<file path="src/rtl/cla_pipe_pkg.sv">
// Shared types, group-count helper and prefix-carry function for the cla_pipe adder.
// Also defines the elaboration guard macro CLA_ASSERT_GROUPS.
`ifndef CLA_PIPE_PKG_SV
`define CLA_PIPE_PKG_SV

// Expands to a generate-time check that W splits evenly into G-bit groups.
`define CLA_ASSERT_GROUPS(W, G) \
    if (((W) % (G)) != 0) begin : g_width_check \
        $error("cla_pipe: WIDTH must be a multiple of GROUP"); \
    end

package cla_pkg;

    localparam int unsigned MAX_SPAN = 64;

    typedef struct packed {
        logic g;
        logic p;
    } gp_t;

    function automatic int unsigned num_groups(input int unsigned width,
                                               input int unsigned group);
        return width / group;
    endfunction

    // Flat sum-of-products carry into position n (no ripple chain).
    function automatic logic carry_into(input logic [MAX_SPAN-1:0] g,
                                        input logic [MAX_SPAN-1:0] p,
                                        input logic                cin,
                                        input int unsigned         n);
        logic c;
        logic t;
        c = cin;
        for (int unsigned j = 0; j < n; j++) begin
            c = c & p[j];
        end
        for (int unsigned j = 0; j < n; j++) begin
            t = g[j];
            for (int unsigned k = j + 1; k < n; k++) begin
                t = t & p[k];
            end
            c = c | t;
        end
        return c;
    endfunction

endpackage

`endif

</file>
<file path="src/rtl/cla_pipe_group.sv">
// Combinational GROUP-bit carry-lookahead cell: group G/P, in-group carries and sum bits.
module cla_group
    import cla_pkg::*;
#(
    parameter int unsigned GROUP = 4
) (
    input  logic [GROUP-1:0] p,
    input  logic [GROUP-1:0] g,
    input  logic             cin,
    output logic             gg,
    output logic             gp,
    output logic [GROUP-1:0] c,
    output logic [GROUP-1:0] sum
);

    logic [MAX_SPAN-1:0] p_x;
    logic [MAX_SPAN-1:0] g_x;

    always_comb begin
        p_x            = '0;
        g_x            = '0;
        p_x[GROUP-1:0] = p;
        g_x[GROUP-1:0] = g;
        c              = '0;
        for (int unsigned i = 0; i < GROUP; i++) begin
            c[i] = carry_into(g_x, p_x, cin, i);
        end
        gg  = carry_into(g_x, p_x, 1'b0, GROUP);
        gp  = &p;
        sum = p ^ c;
    end

endmodule

</file>
<file path="src/rtl/cla_pipe.sv">
// Two-stage pipelined carry-lookahead adder with valid/ready handshake on both sides.
// Optional macro CLA_PIPE_SUB_EN adds a 'sub' input selecting s = a - b.
module cla_pipe
    import cla_pkg::*;
#(
    parameter int unsigned WIDTH = 16,
    parameter int unsigned GROUP = 4
) (
    input  logic             clk,
    input  logic             rst_n,
    input  logic             in_valid,
    output logic             in_ready,
    input  logic [WIDTH-1:0] a,
    input  logic [WIDTH-1:0] b,
    input  logic             c_in,
`ifdef CLA_PIPE_SUB_EN
    input  logic             sub,
`endif
    output logic             out_valid,
    input  logic             out_ready,
    output logic [WIDTH-1:0] s,
    output logic             c_out,
    output logic             ovf
);

    localparam int unsigned NG = num_groups(WIDTH, GROUP);

    `CLA_ASSERT_GROUPS(WIDTH, GROUP)

    logic             adv1;
    logic             adv2;
    logic [WIDTH-1:0] b_eff;
    logic             cin_eff;
    logic [WIDTH-1:0] p_in;
    logic [WIDTH-1:0] g_in;
    logic [NG-1:0]    grp_g_in;
    logic [NG-1:0]    grp_p_in;
    logic [WIDTH-1:0] unused_s1_c;
    logic [WIDTH-1:0] unused_s1_sum;

    logic             s1_valid_q, s1_valid_d;
    logic [WIDTH-1:0] s1_p_q, s1_p_d;
    logic [WIDTH-1:0] s1_g_q, s1_g_d;
    gp_t  [NG-1:0]    s1_grp_q, s1_grp_d;
    logic             s1_cin_q, s1_cin_d;

    logic [MAX_SPAN-1:0] grp_g_x;
    logic [MAX_SPAN-1:0] grp_p_x;
    logic [NG:0]         grp_c;
    logic [WIDTH-1:0]    bit_c;
    logic [WIDTH-1:0]    sum_w;
    logic [NG-1:0]       unused_s2_gg;
    logic [NG-1:0]       unused_s2_gp;

    logic             s2_valid_q, s2_valid_d;
    logic [WIDTH-1:0] s2_s_q, s2_s_d;
    logic             s2_cout_q, s2_cout_d;
    logic             s2_ovf_q, s2_ovf_d;

    always_comb begin
        adv2 = !s2_valid_q || out_ready;
        adv1 = !s1_valid_q || adv2;
    end

    assign in_ready = adv1;

    always_comb begin
`ifdef CLA_PIPE_SUB_EN
        b_eff   = sub ? ~b : b;
        cin_eff = sub ? 1'b1 : c_in;
`else
        b_eff   = b;
        cin_eff = c_in;
`endif
        p_in = a ^ b_eff;
        g_in = a & b_eff;
    end

    // Stage 1 only needs the group G/P outputs; carries here assume cin=0 and are discarded.
    for (genvar k = 0; k < NG; k++) begin : g_s1_grp
        cla_group #(.GROUP(GROUP)) u_grp (
            .p   (p_in[k*GROUP +: GROUP]),
            .g   (g_in[k*GROUP +: GROUP]),
            .cin (1'b0),
            .gg  (grp_g_in[k]),
            .gp  (grp_p_in[k]),
            .c   (unused_s1_c[k*GROUP +: GROUP]),
            .sum (unused_s1_sum[k*GROUP +: GROUP])
        );
    end

    always_comb begin
        s1_valid_d = s1_valid_q;
        s1_p_d     = s1_p_q;
        s1_g_d     = s1_g_q;
        s1_grp_d   = s1_grp_q;
        s1_cin_d   = s1_cin_q;
        if (adv1) begin
            s1_valid_d = in_valid;
            if (in_valid) begin
                s1_p_d   = p_in;
                s1_g_d   = g_in;
                s1_cin_d = cin_eff;
                for (int unsigned k = 0; k < NG; k++) begin
                    s1_grp_d[k].g = grp_g_in[k];
                    s1_grp_d[k].p = grp_p_in[k];
                end
            end
        end
    end

    // Second-level lookahead: carry into every group, plus grp_c[NG] as the final carry out.
    always_comb begin
        grp_g_x = '0;
        grp_p_x = '0;
        for (int unsigned k = 0; k < NG; k++) begin
            grp_g_x[k] = s1_grp_q[k].g;
            grp_p_x[k] = s1_grp_q[k].p;
        end
        grp_c = '0;
        for (int unsigned k = 0; k <= NG; k++) begin
            grp_c[k] = carry_into(grp_g_x, grp_p_x, s1_cin_q, k);
        end
    end

    for (genvar k = 0; k < NG; k++) begin : g_s2_grp
        cla_group #(.GROUP(GROUP)) u_grp (
            .p   (s1_p_q[k*GROUP +: GROUP]),
            .g   (s1_g_q[k*GROUP +: GROUP]),
            .cin (grp_c[k]),
            .gg  (unused_s2_gg[k]),
            .gp  (unused_s2_gp[k]),
            .c   (bit_c[k*GROUP +: GROUP]),
            .sum (sum_w[k*GROUP +: GROUP])
        );
    end

    always_comb begin
        s2_valid_d = s2_valid_q;
        s2_s_d     = s2_s_q;
        s2_cout_d  = s2_cout_q;
        s2_ovf_d   = s2_ovf_q;
        if (adv2) begin
            s2_valid_d = s1_valid_q;
            if (s1_valid_q) begin
                s2_s_d    = sum_w;
                s2_cout_d = grp_c[NG];
                s2_ovf_d  = bit_c[WIDTH-1] ^ grp_c[NG];
            end
        end
    end

    always_ff @(posedge clk or negedge rst_n) begin
        if (!rst_n) begin
            s1_valid_q <= 1'b0;
            s1_p_q     <= '0;
            s1_g_q     <= '0;
            s1_grp_q   <= '0;
            s1_cin_q   <= 1'b0;
            s2_valid_q <= 1'b0;
            s2_s_q     <= '0;
            s2_cout_q  <= 1'b0;
            s2_ovf_q   <= 1'b0;
        end else begin
            s1_valid_q <= s1_valid_d;
            s1_p_q     <= s1_p_d;
            s1_g_q     <= s1_g_d;
            s1_grp_q   <= s1_grp_d;
            s1_cin_q   <= s1_cin_d;
            s2_valid_q <= s2_valid_d;
            s2_s_q     <= s2_s_d;
            s2_cout_q  <= s2_cout_d;
            s2_ovf_q   <= s2_ovf_d;
        end
    end

    assign out_valid = s2_valid_q;
    assign s         = s2_s_q;
    assign c_out     = s2_cout_q;
    assign ovf       = s2_ovf_q;

endmodule

</file>
<file path="config.mk">
export PLATFORM = sky130hd
export DESIGN_NAME = cla_pipe
export DESIGN_NICKNAME = d
export VERILOG_FILES = /design/src/rtl/cla_pipe_pkg.sv /design/src/rtl/cla_pipe_group.sv /design/src/rtl/cla_pipe.sv
export SDC_FILE = /design/constraint.sdc
export NUM_CORES = 1
export LEC_CHECK = 0
export BUFFER_PORTS_ARGS = -buffer_cell sky130_fd_sc_hd__buf_2
export CAP_MARGIN = 5
export CORE_ASPECT_RATIO = 0.75
export CORE_MARGIN = 1
export CORE_UTILIZATION = 56
export CTS_BUF_LIST = sky130_fd_sc_hd__clkbuf_2 sky130_fd_sc_hd__clkbuf_4 sky130_fd_sc_hd__clkbuf_8
export DETAILED_ROUTE_END_ITERATION = 16
export PLACE_DENSITY = 0.87
export SETUP_SLACK_MARGIN = 0.5
export SLEW_MARGIN = 20
export SYNTH_ARGS = -nofsm -noshare
export SYNTH_HDL_FRONTEND = slang
export SYNTH_SLANG_ARGS = --single-unit
</file>
<file path="constraint.sdc">
create_clock -name clk -period 2.3 [get_ports clk]
set_input_delay 0.46 -clock clk [delete_from_list [all_inputs] [get_ports clk]]
set_output_delay 0.46 -clock clk [all_outputs]
set_load 0.05 [all_outputs]
</file>
==> impl_metrics.json <==
{
  "post-route-period-util_pct": 82.5,
  "finalWirelength_mm": 5.64,
  "cts_inserted_buffers": 9,
  "finalWorstPathRequiredPeriod_ps": 1900,
  "route.detailed.wl_per_inst_um": 15.7,
  "grt_pass1_vias": 2009,
  "largest_buffer_count_on_any_clock_path": 2,
  "setup_viol_count_final": 0,
  "worstSkewPairLatency_ps": 340,
  "layout_net_count": 355,
  "cts-htree-levels": 3,
  "finalClockSkew_ps": 7.64,
  "syn_avg_cell_area_um2": 12.1,
  "final_cell_mix": "dfrtp_1, buf_2, mux2_2",
  "synth.yosys.seq_area_share_pct": 52.7,
  "synth_cell_type_count": 30,
  "cts.root.buffer_cell": "clkbuf_8",
  "outcome": "finished, final reports clean",
  "worst-setup-path-type": "flip-flop to flip-flop",
  "ys_seq_elements": 57,
  "worstHoldPathType": "primary input to flip-flop",
  "critical_path.startpoint_type": "flip-flop",
  "grt_remaining_overflow": 0,
  "final_layout_size_suffix_gt1_share_pct": 44.4,
  "pin_count": 57,
  "placement.io_buffers": 56,
  "die_w_um": 82.3,
  "dp_wirelength_mm": 3.93,
  "crit_path_max_incr_delay_ps": 400,
  "wire_length_of_the_first_global_routing_pass_mm": 9.06,
  "crit_slowest_cell": "dfrtp_1",
  "critPathArrivalTime_ps": 2110,
  "antenna_found_initial": 0,
  "layout-area-overhead-vs-synth_pct": 27.5,
  "ys_warn_count": 0,
  "crit_required_ps": 2510,
  "setup-tns-final_ps": 0,
  "drt-vias-per-instance": 5.66,
  "grt_max_degree": 46,
  "placement_rows": 21,
  "synthesis.area_mm2": 0.00271,
  "cp_cell_sequence": "a21o_1 -> a31o_4 -> ha_4 -> o211ai_1 -> a2111oi_2 -> a221oi_1 -> nand3_1",
  "drt_first_iter_violations": 91,
  "finalHoldViolations": 0,
  "postRouteAntennaNets": 0,
  "finalWeightedCongestion": 0.843,
  "syn-num-nets": 281,
  "end_kind": "flip-flop",
  "relSlewSlack_pct": 64.6,
  "pwr_density_cell_mw_per_mm2": 1060,
  "cts_tree": "done",
  "grt_use_total_pct": 24.4,
  "slew_viol_final": 0,
  "die_h_um": 62.2,
  "design.core.area_mm2": 0.00455,
  "achievable-frequency_mhz": 527,
  "max-vdd-ir-drop_mv": 0.702,
  "detail_route.first_pass.iterations": 4,
  "lkg_pwr_nw": 1.72,
  "max_cap_violations": 0,
  "drt_drc_violations_left": 0,
  "path_clk_slew_ps": 60,
  "initial_core_util_pct": 59.5,
  "place_inst": 334,
  "synthesis.instances": 224,
  "fin_cells": 359,
  "clock_sinks": 57,
  "worst_pin_slew_ps": 530,
  "diodes": 0,
  "rsz_0062_raised_after_global_routing": "true",
  "vias": 2031,
  "die-area_mm2": 0.00512,
  "critPathMaxFanout": 3
}
==> through the flow <==
step | power [mW] | util [%] | worst slack, ps | hold slack (ps) | cell area [µm²]
floorplan | 2.24 | - | 346 | 164 | 2750
global placement | 2.50 | 67.7 | 471 | 343 | 3080
detailed placement | 2.54 | 67.7 | 378 | 350 | 3080
CTS | 3.61 | 74.1 | 486 | 354 | 3370
global route | 3.84 | 75.9 | 330 | 362 | 3450
finish | 3.66 | 75.9 | 403 | 358 | 3450
==> registers in the layout, summed over array words and instances, names as in the netlist <==
name        count
s              16
c_out           1
ovf             1
s1_cin_q        1
s1_p_q         16
out_valid       1
s1_g_q         12
grp_p_x         4
s1_valid_q      1
grp_g_x         4
==> power breakdown <==
part | internal (mW) | switching, mW | leakage, nW
logic | 0.444 | 0.791 | 0.912
registers | 1.23 | 0.165 | 0.697
clock network | 0.656 | 0.369 | 0.113
total | 2.33 | 1.32 | 1.72
==> cells in the mapped netlist <==
cell,number,area share [%]
dfrtp_1,57,53
mux2_2,33,14
nand2_1,24,3.3
ha_1,20,9.3
o21ai_0,17,3.1
a21o_1,10,2.8
xor2_1,8,2.6
a21oi_1,6,1.1
nand4_1,5,1.2
nor2_1,5,0.69
nor3_1,4,0.74
o21a_1,4,1.1
o31ai_1,4,1.1
or2_2,4,0.92
buf_2,3,0.55
clkbuf_1,3,0.42
o22ai_1,3,0.69
nand2b_1,2,0.46
a2111oi_0,1,0.32
a21o_2,1,0.32
a221oi_1,1,0.32
a31o_4,1,0.65
and2_1,1,0.23
and3_1,1,0.23
inv_1,1,0.14
nand3_1,1,0.18
nand3b_1,1,0.28
nor2b_1,1,0.23
o211ai_1,1,0.28
or4_1,1,0.28
==> routing by layer <==
metal / global-route usage [%] / wire (µm)
met1: 30.9 / 2430
met4: 8.99 / 157
met2: 38.4 / 2740
met3: 8.38 / 304
met5: 0 / 0
==> worst max-delay path: cells and delay by family (launching register included) <==
family / cells / cell delay, ps
AND/OR/NAND/NOR: 1 / 110
adder cells (fa/ha/maj): 1 / 160
AO/OA/AOI/OAI: 5 / 1110
flip-flops: 1 / 400
==> path summary, 6_finish.rpt <==
path,end,slack (ps),from,cells past startpoint
max,ovf$_DFFE_PN0P_,400,s1_cin_q$_DFFE_PN0P_,7
min,s1_valid_q$_DFFE_PN0N_,360,in_valid,2
max reg2reg,ovf$_DFFE_PN0P_,400,s1_cin_q$_DFFE_PN0P_,7
min reg2reg,s[1]$_DFFE_PN0P_,480,s[1]$_DFFE_PN0P_,2
max in group asynchronous,out_valid$_DFFE_PN0P_,1140,rst_n,3
min in group asynchronous,s[1]$_DFFE_PN0P_,520,rst_n,2
==> layout make-up <==
cell class              instances  area, µm²
clock buffers                  12        153
clock inverters                 3       65.1
fillers                       308       1100
inverters                       1       3.75
multi-input cells             160       1350
flip-flops and latches         57       1430
well taps                      57       71.3
repair buffers                 69        380
==> logic make-up after synthesis <==
logic type | count (synthesis) | synth area share, %
adder cells (fa/ha/maj) | 20 | 9.25
multiplexers | 33 | 13.7
buffers and inverters | 7 | 1.11
XOR/XNOR | 8 | 2.59
AND/OR/NAND/NOR | 50 | 8.74
flip-flops | 57 | 52.7
AO/OA/AOI/OAI | 49 | 11.8
==> what timing repair did <==
action,4_1_cts,5_1_grt
resized for setup,6,13
pin swaps,8,13
hold buffers,1,0
setup buffers,6,3
endpoints found under the hold margin,10,0
endpoints found under the setup margin,3,8
(Power assumes the default switching activity.)
